File: src/rtl/fir_stream_pkg.sv
// -----------------------------------------------------------------------------
// fir_stream_pkg
//   Shared types for the FIR Avalon-ST output path.
//   - FIR_DATA_W         : default sample width
//   - PKT_CNT_W          : width of the delivered-packet counter
//   - fir_beat_t         : one stored beat {sop, eop, data}
//   - fir_framer_state_t : write-side packet framer state
// -----------------------------------------------------------------------------
package fir_stream_pkg;

   localparam int FIR_DATA_W = 32;
   localparam int PKT_CNT_W  = 16;

   typedef struct packed {
      logic                  sop;
      logic                  eop;
      logic [FIR_DATA_W-1:0] data;
   } fir_beat_t;

   typedef enum logic {
      FR_IDLE   = 1'b0,
      FR_IN_PKT = 1'b1
   } fir_framer_state_t;

endpackage

File: src/rtl/fir_sync_fifo.sv
// -----------------------------------------------------------------------------
// fir_sync_fifo
//   Generic single-clock show-ahead FIFO. The head entry is always presented on
//   pop_data; pop consumes it. Count is derived from the pointer difference so
//   full and empty are unambiguous with DEPTH a power of two.
// Ports
//   clk, rst_n : clock, asynchronous active-low reset (pointers cleared)
//   push       : write push_data this cycle (ignored when full unless popping)
//   push_data  : entry to write
//   pop        : consume the head entry (ignored when empty)
//   pop_data   : head entry (undefined contents when empty)
//   full/empty : occupancy flags
//   count      : number of stored entries, 0..DEPTH
// -----------------------------------------------------------------------------
module fir_sync_fifo #(
   parameter int WIDTH = 34,
   parameter int DEPTH = 16
) (
   input  logic                     clk,
   input  logic                     rst_n,
   input  logic                     push,
   input  logic [WIDTH-1:0]         push_data,
   input  logic                     pop,
   output logic [WIDTH-1:0]         pop_data,
   output logic                     full,
   output logic                     empty,
   output logic [$clog2(DEPTH):0]   count
);

   localparam int AW = $clog2(DEPTH);
   localparam logic [AW:0] DEPTH_C = (AW+1)'(DEPTH);

   logic [WIDTH-1:0] mem [DEPTH];
   logic [AW:0]      wr_ptr;
   logic [AW:0]      rd_ptr;
   logic             do_push;
   logic             do_pop;

   assign count = wr_ptr - rd_ptr;
   assign full  = (count == DEPTH_C);
   assign empty = (count == '0);

   // A push at full is legal when the head is leaving in the same cycle.
   assign do_pop  = pop && !empty;
   assign do_push = push && (!full || do_pop);

   always_ff @(posedge clk or negedge rst_n) begin
      if (!rst_n) begin
         wr_ptr <= '0;
         rd_ptr <= '0;
      end else begin
         if (do_push) wr_ptr <= wr_ptr + 1'b1;
         if (do_pop)  rd_ptr <= rd_ptr + 1'b1;
      end
   end

   // Storage needs no reset: the pointers alone define what is valid.
   always_ff @(posedge clk) begin
      if (do_push) mem[wr_ptr[AW-1:0]] <= push_data;
   end

   assign pop_data = mem[rd_ptr[AW-1:0]];

endmodule

File: src/rtl/fir_source_buffer.sv
// -----------------------------------------------------------------------------
// fir_source_buffer
//   Output stage of the FIR Avalon-ST path. Beats arrive from the sideband
//   delay pipeline and cannot be stalled, so they are framed, buffered in a
//   show-ahead FIFO and presented on a backpressurable source. sink_ready is
//   generated with enough headroom for the PIPE_LAT beats already in flight.
// Ports
//   clk, rst_n            : clock, asynchronous active-low reset
//   in_data/valid/sop/eop : delayed beat from the pipeline (never refused)
//   sink_ready            : registered ready returned upstream
//   source_data/valid/sop/eop, source_ready : Avalon-ST source, readyLatency 0
//   err_clear             : pulse clearing the sticky error flags
//   overflow_err          : sticky, a framed beat found the FIFO full
//   framing_err           : sticky, SOP inside a packet or beat outside one
//   pkt_count             : EOP beats accepted at the source, wrapping
//
// Handshake: a source transfer happens on a clk edge where source_valid and
// source_ready are both 1. While source_valid=1 and source_ready=0 the head
// entry is held, so data/sop/eop stay stable. source_valid never depends on
// source_ready. Upstream, sink_ready in cycle c permits one beat to arrive
// here PIPE_LAT cycles later; in_valid itself is always taken.
// -----------------------------------------------------------------------------
module fir_source_buffer
   import fir_stream_pkg::*;
#(
   parameter int DATA_W   = FIR_DATA_W,
   parameter int DEPTH    = 16,
   parameter int PIPE_LAT = 5
) (
   input  logic                  clk,
   input  logic                  rst_n,
   input  logic [DATA_W-1:0]     in_data,
   input  logic                  in_valid,
   input  logic                  in_sop,
   input  logic                  in_eop,
   output logic                  sink_ready,
   output logic [DATA_W-1:0]     source_data,
   output logic                  source_valid,
   output logic                  source_sop,
   output logic                  source_eop,
   input  logic                  source_ready,
   input  logic                  err_clear,
   output logic                  overflow_err,
   output logic                  framing_err,
   output logic [PKT_CNT_W-1:0]  pkt_count
);

   localparam int CNT_W = $clog2(DEPTH) + 1;
   localparam logic [CNT_W-1:0] DEPTH_C     = CNT_W'(DEPTH);
   localparam logic [CNT_W-1:0] READY_MIN_C = CNT_W'(PIPE_LAT + 2);

   // Elaboration-time parameter checks.
   if (DEPTH < PIPE_LAT + 3) begin : g_depth_too_small
      $error("fir_source_buffer: DEPTH must be >= PIPE_LAT+3");
   end
   if ((DEPTH & (DEPTH - 1)) != 0) begin : g_depth_not_pow2
      $error("fir_source_buffer: DEPTH must be a power of two");
   end
   if (DATA_W != FIR_DATA_W) begin : g_width_mismatch
      $error("fir_source_buffer: DATA_W must equal fir_stream_pkg::FIR_DATA_W");
   end

   fir_framer_state_t state_q;
   fir_framer_state_t state_d;

   fir_beat_t        wr_beat;
   fir_beat_t        rd_beat;
   logic             fifo_full;
   logic             fifo_empty;
   logic [CNT_W-1:0] fifo_count;

   logic             frame_ok;
   logic             frame_err_new;
   logic             ovf_new;
   logic             push;
   logic             pop;
   logic [CNT_W-1:0] count_nxt;
   logic [CNT_W-1:0] free_nxt;
   logic             ready_nxt;

   // ---------------------------------------------------------------- framer
   // frame_ok marks a beat that belongs to a packet and may be stored. An SOP
   // inside a packet is flagged but still stored as the start of a new packet.
   always_comb begin
      state_d       = state_q;
      frame_ok      = 1'b0;
      frame_err_new = 1'b0;
      if (in_valid) begin
         case (state_q)
            FR_IDLE: begin
               if (in_sop) begin
                  frame_ok = 1'b1;
                  state_d  = in_eop ? FR_IDLE : FR_IN_PKT;
               end else begin
                  frame_err_new = 1'b1;
               end
            end
            FR_IN_PKT: begin
               frame_ok = 1'b1;
               if (in_sop) frame_err_new = 1'b1;
               if (in_eop) state_d = FR_IDLE;
            end
            default: state_d = FR_IDLE;
         endcase
      end
   end

   always_ff @(posedge clk or negedge rst_n) begin
      if (!rst_n) state_q <= FR_IDLE;
      else        state_q <= state_d;
   end

   // ------------------------------------------------------------------ FIFO
   assign pop     = !fifo_empty && source_ready;
   assign push    = frame_ok && (!fifo_full || pop);
   assign ovf_new = frame_ok && fifo_full && !pop;

   assign wr_beat.sop  = in_sop;
   assign wr_beat.eop  = in_eop;
   assign wr_beat.data = in_data;

   fir_sync_fifo #(
      .WIDTH ($bits(fir_beat_t)),
      .DEPTH (DEPTH)
   ) u_fifo (
      .clk       (clk),
      .rst_n     (rst_n),
      .push      (push),
      .push_data (wr_beat),
      .pop       (pop),
      .pop_data  (rd_beat),
      .full      (fifo_full),
      .empty     (fifo_empty),
      .count     (fifo_count)
   );

   // Outputs are forced to zero while empty so nothing stale is visible.
   assign source_valid = !fifo_empty;
   assign source_data  = fifo_empty ? '0   : rd_beat.data;
   assign source_sop   = fifo_empty ? 1'b0 : rd_beat.sop;
   assign source_eop   = fifo_empty ? 1'b0 : rd_beat.eop;

   // ----------------------------------------------------------------- ready
   // Free space after this cycle's push/pop must cover the register cycle
   // plus PIPE_LAT beats that may already be travelling down the pipeline.
   assign count_nxt = fifo_count + CNT_W'(push) - CNT_W'(pop);
   assign free_nxt  = DEPTH_C - count_nxt;
   assign ready_nxt = (free_nxt >= READY_MIN_C);

   always_ff @(posedge clk or negedge rst_n) begin
      if (!rst_n) sink_ready <= 1'b0;
      else        sink_ready <= ready_nxt;
   end

   // ------------------------------------------------- errors and pkt counter
   // A clear and a new error in the same cycle leaves the flag set.
   always_ff @(posedge clk or negedge rst_n) begin
      if (!rst_n) begin
         overflow_err <= 1'b0;
         framing_err  <= 1'b0;
         pkt_count    <= '0;
      end else begin
         overflow_err <= (overflow_err && !err_clear) || ovf_new;
         framing_err  <= (framing_err  && !err_clear) || frame_err_new;
         if (pop && rd_beat.eop) pkt_count <= pkt_count + 1'b1;
      end
   end

endmodule
File: config.mk
export PLATFORM = sky130hd
export DESIGN_NAME = fir_source_buffer
export DESIGN_NICKNAME = d
export VERILOG_FILES = /design/src/rtl/fir_stream_pkg.sv /design/src/rtl/fir_sync_fifo.sv /design/src/rtl/fir_source_buffer.sv
export SDC_FILE = /design/constraint.sdc
export NUM_CORES = 1
export LEC_CHECK = 0
export CORE_ASPECT_RATIO = 1.1
export CORE_UTILIZATION = 35
export CTS_CLUSTER_SIZE = 25
export DETAILED_ROUTE_END_ITERATION = 8
export SETUP_SLACK_MARGIN = 0.2
export SYNTH_ARGS = -nofsm -noshare
export SYNTH_HDL_FRONTEND = slang
export SYNTH_SLANG_ARGS = --single-unit
File: constraint.sdc
create_clock -name clk -period 15.8 [get_ports clk]
set_input_delay 2.37 -clock clk [delete_from_list [all_inputs] [get_ports clk]]
set_output_delay 2.37 -clock clk [all_outputs]
set_load 0.02 [all_outputs]
==> qor.yml, run 1 <==
status: "finished, final reports clean"
grt-ovfl-total: 0
syn-num-nets: 1044
vias: 10340
finalSetupTns_ns: 0
slew_violations: 0
die_h_um: 268.5
routed_via_density: 5.183
ys_ff_latch: 574
leakage_nw: 8.381
drive_above_1_share_pct: 24.54
final_cell_mix: "544 x edfxtp_1, 161 x mux4_2, 92 x clkdlybuf4s50_1"
total_power_mw: 4.843
grt_first_pass_wirelength_um: 73950
grt_max_degree: 99
syn_area_sq_um: 22600
area_growth_pct: 15.89
syn_avg_cell_area_sq_um: 22.92
worstMarginPinSlew_ns: 1.148
crit_arrival_ns: 5.43
path_class: "register to primary output"
htree_levels: 2
clk_pin_slew_ns: 0.07
drt_drc_violations_left: 0
synth-main-ff-cell: "edfxtp_1"
cp-end-kind: "primary output"
slew_headroom_pct: 23.07
period_needed_ns: 7.801
postCtsSetupBuffers: 0
synth_area_leaders: "edfxtp_1 72%, mux4_2 16%, dfrtp_1 3.3%, and3_1 1.5%, ha_1 0.94%"
synth.distinct_cells: 39
ant_nets: 0
numClockSinks: 574
yosys_warnings: 0
hold_violations: 0
power.density_nw_per_um2: 184.9
clock-skew-final_ns: 0.02008
antenna_found_initial: 4
rsz0062_at_grt: "false"
synth-seq-area-share_pct: 75.61
cts_hold_buf: 0
setup_viol: 0
synth_top_area_share_pct: 72.29
dieArea_sq_um: 65580
synth_cells: 986
final_common_cell: "edfxtp_1"
drtPass1Iterations: 4
ir_drop_mv: 0.1382
use_met2_pct: 26.84
port-buffer-count: 92
drtIter0Drc: 968
required_ns: 13.43
cts_tree: "done"
yosysTopAreaCell: "edfxtp_1"
final_nets: 1170
numCtsBuffers: 54
pin_count: 93
grt_pass1_vias: 10920
maxCapViolCount: 0
detailed_place_hpwl_um: 25270
post_drt_wl_per_cell_um: 25.28
max_freq_mhz: 128.2
grt.busiest_layer: "met2"
clockRootBuffer: "clkbuf_16"
place_congestion: 0.7131
clockBufferDepth: 3
post_cts_resized: 0
clk_latency_ns: 0.61
die_w_um: 244.3
min_period_over_period_pct: 49.37
grt.total_usage_pct: 15.61
synth-edff-count: 544
met3_usage_pct: 3.085
min_path_type: "register to register"
met1_usage_pct: 20.30
core.rowCount: 97
core-area_sq_um: 63720
synthArstFlopShare_pct: 5.226
start_util_pct: 35.46
critPathLaunchType: "register"
cp_max_fo: 43
drt-total-wl_um: 50440
layout make-up:
type                            instances  area (sq um)
Antenna cell                            1         2.502
Clock buffer                           69          1438
Clock inverter                         28         245.2
Fill cell                            5509         37530
Inverter                               19         71.32
Multi-Input combinational cell        345          5155
Sequential cell                       574         17100
Tap cell                              841          1052
Timing Repair Buffer                  118          1129
synth_stat cells (2+ instances only):
cell / count
a21oi_1: 4
mux2i_1: 2
fa_1: 2
a21o_1: 3
inv_1: 18
mux4_1: 8
nor2_1: 9
buf_2: 9
o22ai_1: 2
edfxtp_1: 544
nand4_1: 10
ha_1: 17
nor2b_1: 4
xor2_1: 4
mux4_2: 161
and3_1: 55
dfrtp_1: 30
and2_1: 2
xnor2_1: 23
nand3_1: 13
o21ai_0: 2
nand2b_1: 2
buf_6: 14
clkbuf_1: 20
nand2_1: 11
buf_1: 4
cells by family after synthesis:
family,Yosys count,share of synthesized area [%]
xor gates and xnor gates,28,1.146
buffers and inverters,67,1.678
DFF,574,75.61
muxes,174,17.26
and+or+nand+nor,110,2.791
adders and majority gates,19,1.118
AOI/OAI and AO/OA,14,0.3876
metrics by stage:
step	cells	setup WS [ns]	hold WS [ns]	cell area [sq um]	util (%)
3_5_place_dp	1897	8.559	0.4764	24500	38.45
5_1_grt	1994	7.560	0.5007	26190	41.10
6_report	1995	7.999	0.4843	26190	41.10
4_1_cts	1994	7.899	0.4881	26190	41.10
2_1_floorplan	986	9.754	0.4607	22600	-
3_3_place_gp	1897	8.652	0.4772	24500	38.45
registers in the layout, indices dropped and copies added, names as in the netlist:
register and count:
u_fifo.mem 544, pkt_count 16, u_fifo.rd_ptr 5, u_fifo.wr_ptr 5, framing_err 1, overflow_err 1
sink_ready 1, state_q 1
metal layers:
| layer | up-vias | share of wire [%] |
|---|---|---|
| li1 | 4409 | - |
| met1 | 5582 | 42 |
| met2 | 276 | 50 |
| met3 | 67 | 6.0 |
| met4 | 6 | 1.8 |
| met5 | - | 0.091 |
report_power, final:
part	internal (mW)	total, mW	switching (mW)
combinational	0.859	1.71	0.846
sequential	1.80	1.90	0.100
clock	0.692	1.24	0.547
critical path, stage by stage, from the launching register on:
cell and delay (ns):
dfrtp_4 1.01, ha_1 0.27, inv_1 0.06, fa_1 0.40
xnor2_1 0.40, ha_1 0.24, nand3b_1 0.12, nand4b_1 0.98
buf_4 0.60, and3_1 0.19, clkdlybuf4s50_1 0.54
path summary, 6_finish.rpt:
kind | slack, ns | cells after the start | to | from
min | 0.48 | 1 | u_fifo.wr_ptr[4]$_DFFE_PN0P_ | u_fifo.wr_ptr[4]$_DFFE_PN0P_
max | 8.00 | 10 | source_data[17] | u_fifo.rd_ptr[0]$_DFFE_PN0P_
max reg2reg | 9.58 | 20 | sink_ready$_DFF_PN0_ | u_fifo.rd_ptr[1]$_DFFE_PN0P_
min in group asynchronous | 2.18 | 2 | state_q$_DFFE_PN0P_ | rst_n
min reg2reg | 0.48 | 1 | u_fifo.wr_ptr[4]$_DFFE_PN0P_ | u_fifo.wr_ptr[4]$_DFFE_PN0P_
max in group asynchronous | 13.29 | 2 | u_fifo.rd_ptr[1]$_DFFE_PN0P_ | rst_n
Power figures use the tool's default switching activity.
==> inputs of run 2 (changes only) <==
- clock period: 15.8 -> 6.8 ns (I/O delays scaled with it)
==> qor.yml, run 2 (synthesized netlist as in run 1, its figures left out) <==
status: "finished, final reports clean"
crit_arrival_ns: 4.20
grt.total_usage_pct: 14.54
combPwrFrac_pct: 35.0
vias: 10170
numClockSinks: 574
routed_via_density: 5.120
pin_count: 93
required_ns: 5.78
slowest_delay_ns: 0.61
detailed_place_hpwl_um: 24510
port-buffer-count: 92
place_congestion: 0.7364
cp-end-kind: "primary output"
whs_ns: 0.4884
antenna_found_initial: 2
clk_latency_ns: 0.60
cts_hold_buf: 0
die_h_um: 268.5
utilization_pct: 41.23
drt-total-wl_um: 47150
period_needed_ns: 5.222
drt_drc_violations_left: 0
grt_pass1_vias: 10750
final_nets: 1158
slew_headroom_pct: 17.82
clockRootBuffer: "clkbuf_16"
hold_violations: 0
switchingPower_mw: 3.463
largest_reg_flops: 544
placed_cells: 1883
maxCapViolCount: 0
switching_share_pct: 30.10
final_area_sq_um: 26270
ir_drop_mv: 0.2576
clockBufferDepth: 3
path_class: "register to primary output"
drtPass1Iterations: 7
final_common_cell: "edfxtp_1"
leakage_nw: 8.406
instances_no_fill: 1986
cp_max_fo: 41
total_power_mw: 11.50
ff_latch_area_sq_um: 17100
post_drt_wl_per_cell_um: 23.74
clk_pin_slew_ns: 0.06
core.rowCount: 97
grt_first_pass_wirelength_um: 70210
clkPwrFrac_pct: 27.4
crit_slowest_cell: "buf_4"
cts_tree: "done"
intPower_mw: 8.041
worstMarginPinSlew_ns: 1.233
start_util_pct: 35.46
post_cts_resized: 0
grt-ovfl-total: 0
seq_power_share_pct: 37.6
finalSetupTns_ns: 0
grt_max_degree: 135
clock-skew-final_ns: 0.01441
place_area_sq_um: 24400
slew_violations: 0
min_period_over_period_pct: 76.80
critPathLaunchType: "register"
multi_input_area_sq_um: 5155
htree_levels: 2
rsz0062_at_grt: "false"
crit_chain: "buf_4, inv_1, ha_1, a21o_1, xnor2_1, ha_1, nand3b_1, nand4b_1, buf_4, and3_1, clkdlybuf4s50_1"
n_antenna_cell: 0
setup_viol: 0
dp_slack_ns: 2.002
drtIter0Drc: 752
numCtsBuffers: 56
core-area_sq_um: 63720
drive_above_1_share_pct: 24.10
ant_nets: 0
final_cell_mix: "544 x edfxtp_1, 161 x mux4_2, 92 x clkdlybuf4s50_1"
fin_ws_ns: 1.578
power.density_nw_per_um2: 437.9
fill_cells: 5519
postCtsSetupBuffers: 0
dieArea_sq_um: 65580
min_path_type: "register to register"
die_w_um: 244.3
area_growth_pct: 16.26
max_freq_mhz: 191.5
run 2: cell types whose count changed in the layout (fill, tap and decap cells not counted), moves of 2 or more:
cell,before,now
buf_4,25,11
bufinv_16,3,8
clkbuf_16,54,58
clkbuf_8,3,0
clkinv_2,6,9
clkinv_1,11,9
clkinvlp_4,6,4
run 2: power groups by stage:
stage / clock network [mW] / registers (mW) / logic, mW
floorplan: 0 / 4.36 / 2.82
global placement: 0 / 4.39 / 4.10
detailed placement: 0 / 4.40 / 4.11
CTS: 3.21 / 4.33 / 4.13
global route: 3.33 / 4.36 / 4.35
finish: 3.15 / 4.33 / 4.03
run 2: critical path: cells and delay by family (launching register included):
kind                     cells  cell delay, ns
buffers and inverters        4            1.77
AND/OR/NAND/NOR              3            0.51
AO/OA/AOI/OAI                1            0.21
flip-flops                   1            0.34
XOR/XNOR                     1            0.18
adder cells (fa/ha/maj)      2            0.59
run 2: path summary, 6_finish.rpt:
path | to | depth (start not counted) | from | slack, ns
worst max register to register | sink_ready$_DFF_PN0_ | 19 | u_fifo.rd_ptr[2]$_DFFE_PN0P_ | 2.02
worst max-delay path | source_data[17] | 11 | u_fifo.rd_ptr[2]$_DFFE_PN0P_ | 1.58
worst min register to register | u_fifo.rd_ptr[4]$_DFFE_PN0P_ | 1 | u_fifo.rd_ptr[4]$_DFFE_PN0P_ | 0.49
worst min-delay path | u_fifo.rd_ptr[4]$_DFFE_PN0P_ | 1 | u_fifo.rd_ptr[4]$_DFFE_PN0P_ | 0.49
min in group asynchronous | framing_err$_DFF_PN0_ | 2 | rst_n | 0.83
max in group asynchronous | u_fifo.rd_ptr[1]$_DFFE_PN0P_ | 2 | rst_n | 5.64
run 2: cell type report:
| class | instances | share of cell area (%) |
|---|---|---|
| clock buffer | 71 | 5.710 |
| clock inverter | 32 | 1.424 |
| inverter | 19 | 0.2715 |
| multi-input combinational | 345 | 19.62 |
| sequential | 574 | 65.07 |
| tap | 841 | 4.005 |
| timing repair buffer | 104 | 3.896 |
run 2: per-layer routing:
metal,track usage (%),wire length [um],up-vias
met4,4.172,972,2
met2,24.40,23550,241
met3,2.508,2140,71
met1,19.50,20470,5459
met5,0,13,-
li1,-,-,4395
